<file path="src/rtl/control_sequencer_if.sv">
// -----------------------------------------------------------------------------
// control_sequencer_if
//
// Bundles everything that passes between the control sequencer and the
// datapath it steers.
//
//   Datapath -> sequencer:
//     IR[31:0]    current instruction, opcode in IR[31:27]
//     con_ff      branch condition flag
//     mem_ready   memory handshake, transfer completes in the cycle it is 1
//   Sequencer -> datapath:
//     PCout, Zlowout, MDRout, Cout                  bus drive enables
//     MARin, PCin, MDRin, IRin, Yin, Zin, CONin     register load enables
//     IncPC, Read, Write                            PC increment, memory strobes
//     Gra, Grb, Grc, Rin, Rout, BAout               register select/encode
//     alu_op[4:0]                                   ALU operation code
//     run                                           1 while executing
//     err                                           sticky memory-timeout flag
//
// The master modport is the sequencer side and the slave modport is the
// datapath side.
// -----------------------------------------------------------------------------
interface control_sequencer_if;
    logic [31:0] IR;
    logic        con_ff;
    logic        mem_ready;

    logic        PCout, Zlowout, MDRout, Cout;
    logic        MARin, PCin, MDRin, IRin, Yin, Zin, CONin;
    logic        IncPC, Read, Write;
    logic        Gra, Grb, Grc, Rin, Rout, BAout;
    logic [4:0]  alu_op;
    logic        run;
    logic        err;

    modport master (
        input  IR, con_ff, mem_ready,
        output PCout, Zlowout, MDRout, Cout,
        output MARin, PCin, MDRin, IRin, Yin, Zin, CONin,
        output IncPC, Read, Write,
        output Gra, Grb, Grc, Rin, Rout, BAout,
        output alu_op, run, err
    );

    modport slave (
        output IR, con_ff, mem_ready,
        input  PCout, Zlowout, MDRout, Cout,
        input  MARin, PCin, MDRin, IRin, Yin, Zin, CONin,
        input  IncPC, Read, Write,
        input  Gra, Grb, Grc, Rin, Rout, BAout,
        input  alu_op, run, err
    );
endinterface

</file>
<file path="src/rtl/control_sequencer.sv">
// -----------------------------------------------------------------------------
// control_sequencer
//
// Moore FSM that walks the datapath through instruction fetch (T0-T2) and the
// per-opcode execute steps (T3-T7). It stalls in the memory wait states until
// mem_ready is seen, and it stops in HALT after a halt instruction or after a
// memory timeout.
//
// Parameters:
//   MEM_TIMEOUT  maximum stalled cycles in any wait state, 0 disables
//   TW           wait counter width, 2**TW must exceed MEM_TIMEOUT
//
// Ports:
//   clock   system clock, all state changes on the rising edge
//   reset   synchronous active-high reset, forces T0 and clears counter/err
//   bus     control_sequencer_if master modport (IR/handshake in, strobes out)
// -----------------------------------------------------------------------------
module control_sequencer #(
    parameter int MEM_TIMEOUT = 0,
    parameter int TW          = 8
) (
    input  logic                   clock,
    input  logic                   reset,
    control_sequencer_if.master    bus
);

    typedef enum logic [3:0] {
        T0, T1, T2, T3, T4, T5, T6, T7, HALT
    } state_t;

    localparam logic [4:0] OP_LD   = 5'b00000;
    localparam logic [4:0] OP_LDI  = 5'b00001;
    localparam logic [4:0] OP_ST   = 5'b00010;
    localparam logic [4:0] OP_ADD  = 5'b00011;
    localparam logic [4:0] OP_SUB  = 5'b00100;
    localparam logic [4:0] OP_AND  = 5'b00101;
    localparam logic [4:0] OP_OR   = 5'b00110;
    localparam logic [4:0] OP_ADDI = 5'b01100;
    localparam logic [4:0] OP_ANDI = 5'b01101;
    localparam logic [4:0] OP_ORI  = 5'b01110;
    localparam logic [4:0] OP_BR   = 5'b10010;
    localparam logic [4:0] OP_JR   = 5'b10100;
    localparam logic [4:0] OP_HALT = 5'b11011;

    // The timeout fires on the MEM_TIMEOUT-th stalled cycle, i.e. while the
    // counter still shows MEM_TIMEOUT-1 and is about to reach MEM_TIMEOUT.
    localparam logic [TW-1:0] WAIT_LIMIT =
        (MEM_TIMEOUT > 0) ? TW'(MEM_TIMEOUT - 1) : '0;

    state_t        state, state_next;
    logic [TW-1:0] wait_cnt;
    logic          err_q;
    logic [4:0]    opcode;
    logic          is_rtype, is_imm, is_ldi, is_ld, is_st, is_br, is_jr, is_halt;
    logic          waiting, timeout_hit;

    assign opcode   = bus.IR[31:27];
    assign is_rtype = (opcode == OP_ADD) || (opcode == OP_SUB) ||
                      (opcode == OP_AND) || (opcode == OP_OR);
    assign is_imm   = (opcode == OP_ADDI) || (opcode == OP_ANDI) ||
                      (opcode == OP_ORI);
    assign is_ldi   = (opcode == OP_LDI);
    assign is_ld    = (opcode == OP_LD);
    assign is_st    = (opcode == OP_ST);
    assign is_br    = (opcode == OP_BR);
    assign is_jr    = (opcode == OP_JR);
    assign is_halt  = (opcode == OP_HALT);

    // Memory wait states: instruction fetch, ld data read, st data write.
    assign waiting     = (state == T1) || ((state == T6) && is_ld) ||
                         ((state == T7) && is_st);
    assign timeout_hit = (MEM_TIMEOUT > 0) && waiting && !bus.mem_ready &&
                         (wait_cnt == WAIT_LIMIT);

    // State register, wait counter and sticky error flag. The counter
    // restarts on every state change so each wait begins counting from zero,
    // and it saturates rather than wrapping when the timeout is disabled.
    always_ff @(posedge clock) begin
        if (reset) begin
            state    <= T0;
            wait_cnt <= '0;
            err_q    <= 1'b0;
        end else begin
            state <= state_next;
            if (state_next != state) begin
                wait_cnt <= '0;
            end else if (waiting && !bus.mem_ready && (wait_cnt != '1)) begin
                wait_cnt <= wait_cnt + TW'(1);
            end
            if (timeout_hit) begin
                err_q <= 1'b1;
            end
        end
    end

    // Next-state logic: fetch, then a per-opcode path back to T0.
    always_comb begin
        state_next = state;
        case (state)
            T0: state_next = T1;
            T1: begin
                if (bus.mem_ready)  state_next = T2;
                else if (timeout_hit) state_next = HALT;
            end
            T2: state_next = T3;
            T3: begin
                if (is_halt)
                    state_next = HALT;
                else if (is_rtype || is_imm || is_ldi || is_ld || is_st || is_br)
                    state_next = T4;
                else
                    state_next = T0;
            end
            T4: state_next = T5;
            T5: state_next = (is_ld || is_st || is_br) ? T6 : T0;
            T6: begin
                if (is_ld) begin
                    if (bus.mem_ready)    state_next = T7;
                    else if (timeout_hit) state_next = HALT;
                end else if (is_st) begin
                    state_next = T7;
                end else begin
                    state_next = T0;
                end
            end
            T7: begin
                if (is_st) begin
                    if (bus.mem_ready)    state_next = T0;
                    else if (timeout_hit) state_next = HALT;
                end else begin
                    state_next = T0;
                end
            end
            HALT:    state_next = HALT;
            default: state_next = T0;
        endcase
    end

    // Output decode. Everything defaults to 0; reset blanks all outputs
    // combinationally so nothing strobes while reset is held.
    always_comb begin
        bus.PCout   = 1'b0; bus.Zlowout = 1'b0; bus.MDRout = 1'b0; bus.Cout  = 1'b0;
        bus.MARin   = 1'b0; bus.PCin    = 1'b0; bus.MDRin  = 1'b0; bus.IRin  = 1'b0;
        bus.Yin     = 1'b0; bus.Zin     = 1'b0; bus.CONin  = 1'b0;
        bus.IncPC   = 1'b0; bus.Read    = 1'b0; bus.Write  = 1'b0;
        bus.Gra     = 1'b0; bus.Grb     = 1'b0; bus.Grc    = 1'b0;
        bus.Rin     = 1'b0; bus.Rout    = 1'b0; bus.BAout  = 1'b0;
        bus.alu_op  = 5'b00000;
        bus.run     = 1'b0;
        if (!reset) begin
            bus.run = (state != HALT);
            case (state)
                T0: begin
                    bus.PCout = 1'b1; bus.MARin = 1'b1; bus.IncPC = 1'b1; bus.Zin = 1'b1;
                end
                T1: begin
                    bus.Zlowout = 1'b1; bus.PCin = 1'b1; bus.Read = 1'b1; bus.MDRin = 1'b1;
                end
                T2: begin
                    bus.MDRout = 1'b1; bus.IRin = 1'b1;
                end
                T3: begin
                    if (is_rtype || is_imm) begin
                        bus.Grb = 1'b1; bus.Rout = 1'b1; bus.Yin = 1'b1;
                    end else if (is_ldi || is_ld || is_st) begin
                        bus.Grb = 1'b1; bus.BAout = 1'b1; bus.Yin = 1'b1;
                    end else if (is_br) begin
                        bus.Gra = 1'b1; bus.Rout = 1'b1; bus.CONin = 1'b1;
                    end else if (is_jr) begin
                        bus.Gra = 1'b1; bus.Rout = 1'b1; bus.PCin = 1'b1;
                    end
                end
                T4: begin
                    if (is_rtype) begin
                        bus.Grc = 1'b1; bus.Rout = 1'b1; bus.Zin = 1'b1; bus.alu_op = opcode;
                    end else if (is_imm) begin
                        bus.Cout = 1'b1; bus.Zin = 1'b1; bus.alu_op = opcode;
                    end else if (is_ldi || is_ld || is_st) begin
                        bus.Cout = 1'b1; bus.Zin = 1'b1; bus.alu_op = OP_ADD;
                    end else if (is_br) begin
                        bus.PCout = 1'b1; bus.Yin = 1'b1;
                    end
                end
                T5: begin
                    if (is_rtype || is_imm || is_ldi) begin
                        bus.Zlowout = 1'b1; bus.Gra = 1'b1; bus.Rin = 1'b1;
                    end else if (is_ld || is_st) begin
                        bus.Zlowout = 1'b1; bus.MARin = 1'b1;
                    end else if (is_br) begin
                        bus.Cout = 1'b1; bus.Zin = 1'b1; bus.alu_op = OP_ADD;
                    end
                end
                T6: begin
                    if (is_ld) begin
                        bus.Read = 1'b1; bus.MDRin = 1'b1;
                    end else if (is_st) begin
                        bus.Gra = 1'b1; bus.Rout = 1'b1; bus.MDRin = 1'b1;
                    end else if (is_br) begin
                        // Branch target is always driven; it only loads when taken.
                        bus.Zlowout = 1'b1; bus.PCin = bus.con_ff;
                    end
                end
                T7: begin
                    if (is_ld) begin
                        bus.MDRout = 1'b1; bus.Gra = 1'b1; bus.Rin = 1'b1;
                    end else if (is_st) begin
                        bus.Write = 1'b1;
                    end
                end
                default: ;
            endcase
        end
    end

    assign bus.err = err_q && !reset;

endmodule
</file>
<file path="src/flat_wrapper.sv">
// flat-port wrapper written by rule: the top's interface ports become plain ports
module control_sequencer_flat 
#(
    parameter int MEM_TIMEOUT = 0,
    parameter int TW          = 8
)
  (clock, reset, bus_IR, bus_con_ff, bus_mem_ready, bus_PCout, bus_Zlowout, bus_MDRout, bus_Cout, bus_MARin, bus_PCin, bus_MDRin, bus_IRin, bus_Yin, bus_Zin, bus_CONin, bus_IncPC, bus_Read, bus_Write, bus_Gra, bus_Grb, bus_Grc, bus_Rin, bus_Rout, bus_BAout, bus_alu_op, bus_run, bus_err);
  control_sequencer_if bus_i ();
  input  logic clock;
  input  logic reset;
  input wire logic [$bits(bus_i.IR)-1:0] bus_IR;
  input wire logic [$bits(bus_i.con_ff)-1:0] bus_con_ff;
  input wire logic [$bits(bus_i.mem_ready)-1:0] bus_mem_ready;
  output wire logic [$bits(bus_i.PCout)-1:0] bus_PCout;
  output wire logic [$bits(bus_i.Zlowout)-1:0] bus_Zlowout;
  output wire logic [$bits(bus_i.MDRout)-1:0] bus_MDRout;
  output wire logic [$bits(bus_i.Cout)-1:0] bus_Cout;
  output wire logic [$bits(bus_i.MARin)-1:0] bus_MARin;
  output wire logic [$bits(bus_i.PCin)-1:0] bus_PCin;
  output wire logic [$bits(bus_i.MDRin)-1:0] bus_MDRin;
  output wire logic [$bits(bus_i.IRin)-1:0] bus_IRin;
  output wire logic [$bits(bus_i.Yin)-1:0] bus_Yin;
  output wire logic [$bits(bus_i.Zin)-1:0] bus_Zin;
  output wire logic [$bits(bus_i.CONin)-1:0] bus_CONin;
  output wire logic [$bits(bus_i.IncPC)-1:0] bus_IncPC;
  output wire logic [$bits(bus_i.Read)-1:0] bus_Read;
  output wire logic [$bits(bus_i.Write)-1:0] bus_Write;
  output wire logic [$bits(bus_i.Gra)-1:0] bus_Gra;
  output wire logic [$bits(bus_i.Grb)-1:0] bus_Grb;
  output wire logic [$bits(bus_i.Grc)-1:0] bus_Grc;
  output wire logic [$bits(bus_i.Rin)-1:0] bus_Rin;
  output wire logic [$bits(bus_i.Rout)-1:0] bus_Rout;
  output wire logic [$bits(bus_i.BAout)-1:0] bus_BAout;
  output wire logic [$bits(bus_i.alu_op)-1:0] bus_alu_op;
  output wire logic [$bits(bus_i.run)-1:0] bus_run;
  output wire logic [$bits(bus_i.err)-1:0] bus_err;
  assign bus_i.IR = bus_IR;
  assign bus_i.con_ff = bus_con_ff;
  assign bus_i.mem_ready = bus_mem_ready;
  assign bus_PCout = bus_i.PCout;
  assign bus_Zlowout = bus_i.Zlowout;
  assign bus_MDRout = bus_i.MDRout;
  assign bus_Cout = bus_i.Cout;
  assign bus_MARin = bus_i.MARin;
  assign bus_PCin = bus_i.PCin;
  assign bus_MDRin = bus_i.MDRin;
  assign bus_IRin = bus_i.IRin;
  assign bus_Yin = bus_i.Yin;
  assign bus_Zin = bus_i.Zin;
  assign bus_CONin = bus_i.CONin;
  assign bus_IncPC = bus_i.IncPC;
  assign bus_Read = bus_i.Read;
  assign bus_Write = bus_i.Write;
  assign bus_Gra = bus_i.Gra;
  assign bus_Grb = bus_i.Grb;
  assign bus_Grc = bus_i.Grc;
  assign bus_Rin = bus_i.Rin;
  assign bus_Rout = bus_i.Rout;
  assign bus_BAout = bus_i.BAout;
  assign bus_alu_op = bus_i.alu_op;
  assign bus_run = bus_i.run;
  assign bus_err = bus_i.err;
  control_sequencer #(.MEM_TIMEOUT(MEM_TIMEOUT), .TW(TW)) u_core (.clock(clock), .reset(reset), .bus(bus_i));
endmodule
</file>
<file path="config.mk">
export PLATFORM = sky130hd
export DESIGN_NAME = control_sequencer_flat
export DESIGN_NICKNAME = d
export VERILOG_FILES = /design/src/rtl/control_sequencer_if.sv /design/src/rtl/control_sequencer.sv /design/src/flat_wrapper.sv
export SDC_FILE = /design/constraint.sdc
export NUM_CORES = 1
export LEC_CHECK = 0
export CORE_MARGIN = 4
export CORE_UTILIZATION = 37
export DETAILED_ROUTE_END_ITERATION = 10
export GPL_TIMING_DRIVEN = 0
export PLACE_DENSITY = 0.86
export SYNTH_ARGS = -nofsm -noshare
export SYNTH_HDL_FRONTEND = slang
export SYNTH_SLANG_ARGS = --single-unit
</file>
<file path="constraint.sdc">
create_clock -name clock -period 2.43 [get_ports clock]
set_input_delay 0.486 -clock clock [delete_from_list [all_inputs] [get_ports clock]]
set_output_delay 0.486 -clock clock [all_outputs]
set_load 0.005 [all_outputs]
</file>
==> results.cfg, run 1 <==
[global_routing]
grt_max_degree = 11
overflow = 0
grt_pass1_vias = 1239
grt.total_usage = 0.215
antenna_found_initial = 0
grt_pass1_wl_mm = 5.63

[sta]
setup_slack_ns = -0.0869
drv_slew = 0
rsz0062_at_grt = true
finalCriticalPeriod_ns = 2.52
hold_viol_final = 0
timing.fmax_ghz = 0.397
setup_violations = 1
fin_worst_skew_ns = 0.000247
final.period_utilization = 1.04

[die]
start_util = 0.387
die_area_sq_um = 3150
placementRows = 17
die_x_um = 56.1
num_io_pins = 63
fp.dieH_um = 56.1
core_area_sq_um = 2210

[synthesis]
async_flop_share = 0
synth.distinct_cells = 37
synth_top_area_share = 0.0934
synth_cells = 146
synth_area_sq_um = 857
ys_seq_area_frac = 0.0934
synth_flop_cell = dfxtp_1
synth_seq_cells = 4
synth_area_leaders = dfxtp_1, nor2_1, a21oi_1
syn_area_per_cell_sq_um = 5.87
yosys_warnings = 0
synth_edf_count = 0
synth_common_cells = nor2_1, nand2_1, a21oi_1, nor3_1, o21ai_0
yosysTopAreaCell = dfxtp_1
yosysMostFrequentCell = nor2_1

[critical_path]
crit_path_start = bus_IR[30]
worstPathArrival_ns = 2.03
rr_worst_depth = 6
critPathTopFamily = buffers and inverters
cp_slowest_stage_delay_ns = 0.31
crit_buf_inv = 3
crit_path_end = bus_Gra
regToRegSetupSlack_ns = 0.70
crit_type = input pin to output port
cp_cell_sequence = buf_2 -> nor4_4 -> buf_4 -> nand4b_1 -> o21ai_0 -> nand2_1 -> a31oi_1 -> dlygate4sd2_1
critPathRequiredTime_ns = 1.94
reg2reg_from = u_core.state[3]
end_kind = output port
crit_fanout = 9
cp.depth = 8
worstReg2RegEnd = u_core.state[0]
cp_slowest_cell = nor4_4
start_kind = input pin

[status]
outcome = finished with violations
violations = setup timing

[place]
port_buffers = 31
hpwlAfterDp_mm = 2.24
dp_slack_ns = -0.794
place_congestion = 0.943

[clock_network]
ctsHoldBuffers = 0
cts_made_buffers = 3
clockBufferDepth = 2
clkSinkCount = 4
clkTransAtPathRegs_ns = 0.03
cts-root-buf = clkbuf_4
insertion_delay_ns = 0.22
htree_num_levels = 1
cts_tree = built

[layout]
largest_registers = u_core.state (4)
final_net_count = 235
largest_reg_flops = 4
syn2layout_area_growth_pct = 74.6
drive_above_1_share = 0.320
post-route-util = 0.676
regMostFlops = u_core.state
diodes = 0

[power]
p_leak_uw = 0.000692
irDropWorstVdd_v = 0.000260
powerDensity_nw_per_um2 = 251

[hold_path]
hold_path_class = register to register

[route]
drt-wirelength-per-cell_um = 16.8
drc = 0
vias_per_cell = 6.04
drt_wl_total_mm = 3.78
vias = 1358
ant_nets = 0
drt_iter0_drc = 89
drt-pass1-iter-count = 4

[flow_run]
cap_violations = 0
==> cell usage in the layout (no fill, tap or decap), types with 3 or more instances in the layout <==
cell type,netlist,layout
a21oi_1,14,13
a31oi_1,5,4
buf_2,4,4
buf_4,2,21
buf_6,1,4
clkbuf_2,0,3
clkbuf_4,0,3
clkbuf_8,0,3
clkdlybuf4s50_1,0,9
dfxtp_2,0,3
dlygate4sd2_1,0,15
dlymetal6s2s_1,0,3
inv_1,5,5
nand2_1,18,15
nand2b_1,5,5
nand3_1,4,3
nand4_1,3,3
nor2_1,19,16
nor3_1,10,9
o21ai_0,9,9
or3_1,4,3
xnor2_1,3,3
==> worst min-delay path, cell delays in order, from the launching register on <==
cell and delay (ns):
dfxtp_2 0.35, buf_6 0.15, nand2_1 0.06, a21oi_1 0.06
==> stage by stage <==
stage          cells  hold WS (ns)  TNS, ns  total power [uW]  area (sq um)
3_5_place_dp     206         0.731   -12.01               249          1210
5_1_grt          225         0.691   -0.183               398          1500
3_3_place_gp     206         0.719   -11.64               245          1210
4_1_cts          219         0.651        0               359          1430
6_report         225         0.667  -0.0869               376          1500
2_1_floorplan    147         0.632        0               178           861
==> routing by layer <==
layer | vias to the layer above | GRT usage | share of wire | routed length [um]
met4 | 0 | 0.0780 | 0.028 | 106
met3 | 16 | 0.0255 | 0.087 | 327
met2 | 91 | 0.382 | 0.51 | 1920
met5 | - | 0 | 0 | 0
li1 | 620 | - | - | -
met1 | 631 | 0.262 | 0.38 | 1430
==> timing repair <==
action | 4_1_cts | 5_1_grt
setup endpoints to repair | 25 | 13
cloned | 0 | 0
hold endpoints to repair | 0 | 0
resized for setup | 64 | 18
pin swaps | 6 | 3
setup buffers | 12 | 6
==> final cells by class <==
class	count	area [sq um]
Buffer	13	124
Clock buffer	3	22.5
Fill cell	201	716
Inverter	5	18.8
Multi-Input combinational cell	123	798
Sequential cell	4	83.8
Tap cell	28	35.0
Timing Repair Buffer	49	414
==> worst min-delay path by stage <==
stage | startpoint | to | slack (ns) | cells past startpoint
floorplan | u_core.state[3] | u_core.state[1] | 0.63 | 3
finish | u_core.state[0] | u_core.state[0] | 0.67 | 3
global placement | u_core.state[0] | u_core.state[0] | 0.72 | 3
global route | u_core.state[0] | u_core.state[0] | 0.69 | 3
detailed placement | u_core.state[0] | u_core.state[0] | 0.73 | 3
CTS | u_core.state[0] | u_core.state[0] | 0.65 | 3
==> report_power, final <==
group,switching [uW],internal (uW)
clock network,22.1,54.9
logic,119,101
registers,8.16,71.3
==> cells by family after synthesis <==
group           synth area share
other cells              0.00438
buf+inv                    0.111
flops                     0.0934
simple gates               0.523
xor+xnor                  0.0307
compound gates             0.238
No activity file was read; power rests on OpenSTA's default activity.
==> run 2, diff against run 1 <==
Settings changed: CORE_UTILIZATION 37 to 34, PLACE_DENSITY 0.86 to 0.8, SLEW_MARGIN from default to 0.
Clock period 2.43 ns to 2.85 ns, I/O delays scaled along.
==> results.cfg, run 2 (synthesized netlist as in run 1, its figures left out) <==
[layout]
syn2layout_area_growth_pct = 56.5
largest_reg_flops = 4
diodes = 0
drive_above_1_share = 0.224
final_area_sq_um = 1340
regMostFlops = u_core.state
final_cell_mix = clkdlybuf4s50_1, nor2_1, nand2_1
final_common_cell = clkdlybuf4s50_1
largest_registers = u_core.state (4)
final_net_count = 221

[sta]
setup_tns_ns = 0
timing.fmax_ghz = 0.365
fin_worst_skew_ns = 0.00304
setup_violations = 0
drv_slew = 0
rsz0062_at_grt = true
hold_viol_final = 0
whs_ns = 0.697
final.period_utilization = 0.961
setup_slack_ns = 0.110
finalCriticalPeriod_ns = 2.74

[critical_path]
critPathRequiredTime_ns = 2.28
cp_slowest_stage_delay_ns = 0.52
worstPathArrival_ns = 2.17
start_kind = input pin
crit_fanout = 9
crit_type = input pin to output port
cp_slowest_cell = clkdlybuf4s50_1
end_kind = output port
cp_cell_sequence = buf_2 -> nor2_2 -> nand3_2 -> o32ai_2 -> nand2b_1 -> a21oi_1 -> clkdlybuf4s50_1
critPathTopFamily = buffers and inverters
crit_buf_inv = 2

[route]
drt_iter0_drc = 58
vias = 1189
drt-wirelength-per-cell_um = 14.2
ant_nets = 0
vias_per_cell = 5.64
drc = 0
drt_wl_total_mm = 3.00
drt-pass1-iter-count = 4

[place]
dpl_cell_area_sq_um = 1210
port_buffers = 31
dp_slack_ns = -0.568
place_congestion = 0.905
hpwlAfterDp_mm = 2.17

[die]
die_area_sq_um = 3390
core_area_sq_um = 2300
die_x_um = 58.2
num_io_pins = 63
placementRows = 17
start_util = 0.373
fp.dieH_um = 58.2

[clock_network]
htree_num_levels = 1
clockBufferDepth = 2
clkTransAtPathRegs_ns = 0.04
clkSinkCount = 4
cts_made_buffers = 3
cts-root-buf = clkbuf_4
insertion_delay_ns = 0.24
cts_tree = built

[global_routing]
antenna_found_initial = 0
grt_pass1_vias = 1033
overflow = 0
grt_pass1_wl_mm = 4.91
grt.total_usage = 0.178
grt_max_degree = 11

[power]
p_leak_uw = 0.000510
irDropWorstVdd_v = 0.000201
powerDensity_nw_per_um2 = 222

[hold_path]
hold_path_class = register to register

[status]
outcome = finished clean

[flow_run]
cap_violations = 0
==> run 2: cell types whose count changed in the layout (fill, tap and decap cells not counted), moves of 2 or more <==
| cell | previous run | this run |
|---|---|---|
| clkbuf_1 | 0 | 2 |
| nor3_2 | 1 | 3 |
| dlygate4sd2_1 | 15 | 2 |
| nor3_1 | 9 | 7 |
| nand2_4 | 2 | 0 |
| clkdlybuf4s50_1 | 9 | 24 |
| buf_4 | 21 | 7 |
| buf_6 | 4 | 2 |
| nor2_4 | 2 | 0 |
| dfxtp_1 | 1 | 3 |
| dfxtp_2 | 3 | 1 |
==> run 2: final timing paths <==
path / start / endpoint / slack (ns) / cells past startpoint
max: bus_IR[30] / bus_PCin / 0.11 / 7
min: u_core.state[0] / u_core.state[0] / 0.70 / 3
max reg2reg: u_core.state[3] / u_core.state[0] / 1.22 / 5
min reg2reg: u_core.state[0] / u_core.state[0] / 0.70 / 3
==> run 2: timing repair <==
action                                  4_1_cts  5_1_grt
hold endpoints to repair                      0        0
buffers inserted                              3        1
hold buffers                                  0        0
endpoints found under the setup margin       23       17
gates resized for setup                      27       17
pin swaps                                     3        3
==> run 2: per-stage QoR <==
step | total power, uW | utilization | instances
floorplan | 152 | - | 147
global placement | 209 | 0.525 | 206
global route | 319 | 0.584 | 211
CTS | 294 | 0.572 | 210
detailed placement | 210 | 0.525 | 206
finish | 298 | 0.584 | 211
==> run 2: worst register-to-register path, delay by kind of cell, from the launching register on <==
| kind | cells | cell delay, ns |
|---|---|---|
| simple gates | 3 | 0.90 |
| flops | 1 | 0.42 |
| compound gates | 2 | 0.24 |
==> run 2: area by class of cell <==
type	instances	area [sq um]
buffer	13	103
clock buffer	3	22.5
fill	224	956
inverter	5	18.8
multi-input combinational	123	753
sequential	4	81.3
tap	28	35.0
timing repair buffer	35	328
==> run 2: power by group <==
group	switching [uW]	total [uW]	leakage [uW]	internal, uW
logic	85.2	161	0.000463	76.0
clock network	23.9	71.0	0.0000138	47.2
registers	5.42	65.7	0.0000329	60.3
==> run 2: per-layer routing <==
metal	up-vias	wire length [um]	GRT usage
met5	-	0	0
met2	58	1460	0.282
met4	0	7	0.0265
met1	542	1290	0.257
met3	2	233	0.0290
li1	587	-	-
==> run 3, diff against run 2 <==
Settings changed: PLACE_DENSITY 0.8 to default, PLACE_DENSITY_LB_ADDON from default to 0.05.
==> results.cfg, run 3 (synthesized netlist as in run 1, its figures left out) <==
[global_routing]
antenna_found_initial = 0
grt_pass1_vias = 1190
overflow = 0
grt.total_usage = 0.199
grt_pass1_wl_mm = 5.49
grt_max_degree = 11

[power]
irDropWorstVdd_v = 0.000205
powerDensity_nw_per_um2 = 223
switchingPower_uw = 115
p_seq_frac = 0.222
finalPower_uw = 297
switching_share = 0.386
power.share.combinational = 0.548
power.internal_uw = 182
p_leak_uw = 0.000523
clockPowerShare = 0.231

[die]
fp.dieH_um = 58.2
core_area_sq_um = 2300
die_area_sq_um = 3390
die_x_um = 58.2
start_util = 0.373
placementRows = 17
num_io_pins = 63

[layout]
syn2layout_area_growth_pct = 55.6
diodes = 0
largest_reg_flops = 4
post-route-util = 0.581
final_common_cell = clkdlybuf4s50_1
fill_cells = 242
final_net_count = 220
regMostFlops = u_core.state
regArea_sq_um = 81.3
largest_registers = u_core.state (4)
drive_above_1_share = 0.209
multiInputGateArea_sq_um = 756
final_cell_mix = clkdlybuf4s50_1, nor2_1, nand2_1

[route]
ant_nets = 0
drt-pass1-iter-count = 4
drt-wirelength-per-cell_um = 15.1
vias = 1210
drc = 0
vias_per_cell = 5.76
drt_wl_total_mm = 3.17
drt_iter0_drc = 37

[clock_network]
ctsHoldBuffers = 0
cts_made_buffers = 3
cts_tree = built
insertion_delay_ns = 0.23
clkTransAtPathRegs_ns = 0.03
cts-root-buf = clkbuf_4
clkSinkCount = 4
clockBufferDepth = 2
htree_num_levels = 1

[sta]
rsz0062_at_grt = true
finalCriticalPeriod_ns = 2.74
drv_slew = 0
setup_violations = 0
hold_viol_final = 0
timing.fmax_ghz = 0.365
final.period_utilization = 0.962
fin_worst_skew_ns = 0.00186

[critical_path]
reg2reg_from = u_core.state[3]
critPathRequiredTime_ns = 2.28
crit_fanout = 9
crit_type = input pin to output port
start_kind = input pin
rr_worst_depth = 5
regToRegSetupSlack_ns = 1.25
end_kind = output port
worstReg2RegEnd = u_core.state[0]
worstPathArrival_ns = 2.17

[hold_path]
hp-start = u_core.state[0]
whs_path_depth = 3
hold_path_class = register to register
hold_end = u_core.state[0]

[place]
hpwlAfterDp_mm = 2.30
place_congestion = 0.874
port_buffers = 31

[flow_run]
cap_violations = 0

[status]
outcome = finished clean
==> run 3: repair_timing <==
| action | in CTS | in global routing |
|---|---|---|
| pin swaps | 2 | 2 |
| gates resized for setup | 29 | 15 |
| buffers inserted | 2 | 1 |
| endpoints found under the setup margin | 24 | 17 |
| hold endpoints to repair | 0 | 0 |
| gates cloned | 0 | 0 |
==> run 3: metal layers <==
layer | track usage | wire [um] | vias up
li1 | - | - | 588
met1 | 0.258 | 1360 | 547
met2 | 0.332 | 1480 | 73
met3 | 0.0490 | 318 | 2
met4 | 0.0397 | 9 | 0
met5 | 0 | 0 | -
==> run 3: through the flow <==
| step | cell area, sq um | setup TNS [ns] | hold WS, ns | instances | worst slack (ns) |
|---|---|---|---|---|---|
| after floorplan | 861 | 0 | 0.632 | 147 | 0.665 |
| after global placement | 1210 | -6.15 | 0.710 | 206 | -0.544 |
| after detailed placement | 1210 | -5.67 | 0.723 | 206 | -0.497 |
| after CTS | 1320 | 0 | 0.731 | 210 | 0.00248 |
| after global routing | 1330 | -0.0498 | 0.752 | 210 | -0.0498 |
| final | 1330 | 0 | 0.686 | 210 | 0.108 |
==> run 3: worst max-delay path: stages <==
cell             delay (ns)
buf_2                  0.17
nor2_2                 0.23
nand3_4                0.14
o32ai_2                0.27
nand2b_1               0.08
a21oi_1                0.18
clkdlybuf4s50_1        0.54
==> run 3: final cells by class <==
| type | count | share of cell area |
|---|---|---|
| Timing Repair Buffer | 34 | 0.241 |
| Tap cell | 28 | 0.0263 |
| Buffer | 13 | 0.0741 |
| Clock buffer | 3 | 0.0169 |
| Multi-Input combinational cell | 123 | 0.567 |
| Inverter | 5 | 0.0141 |
| Sequential cell | 4 | 0.0610 |
==> run 3: how the worst max path moves through the flow <==
| stage | cells after the start | slack, ns | endpoint | from |
|---|---|---|---|---|
| finish | 7 | 0.11 | bus_PCin | bus_IR[30] |
| global route | 6 | -0.05 | bus_Rout | u_core.state[2] |
| CTS | 6 | 0.002 | bus_Gra | bus_IR[31] |
| detailed placement | 7 | -0.50 | bus_alu_op[0] | bus_IR[28] |
| global placement | 7 | -0.54 | bus_alu_op[0] | bus_IR[28] |
| floorplan | 6 | 0.66 | bus_Gra | bus_IR[27] |
==> run 3: power by group through the flow <==
stage          clock, uW  sequential, uW  combinational (uW)
2_1_floorplan          0            64.1                88.0
3_3_place_gp           0            65.9                 146
3_5_place_dp           0            65.8                 146
4_1_cts             70.6            64.9                 157
5_1_grt             78.5            66.4                 179
6_report            68.6            65.8                 163
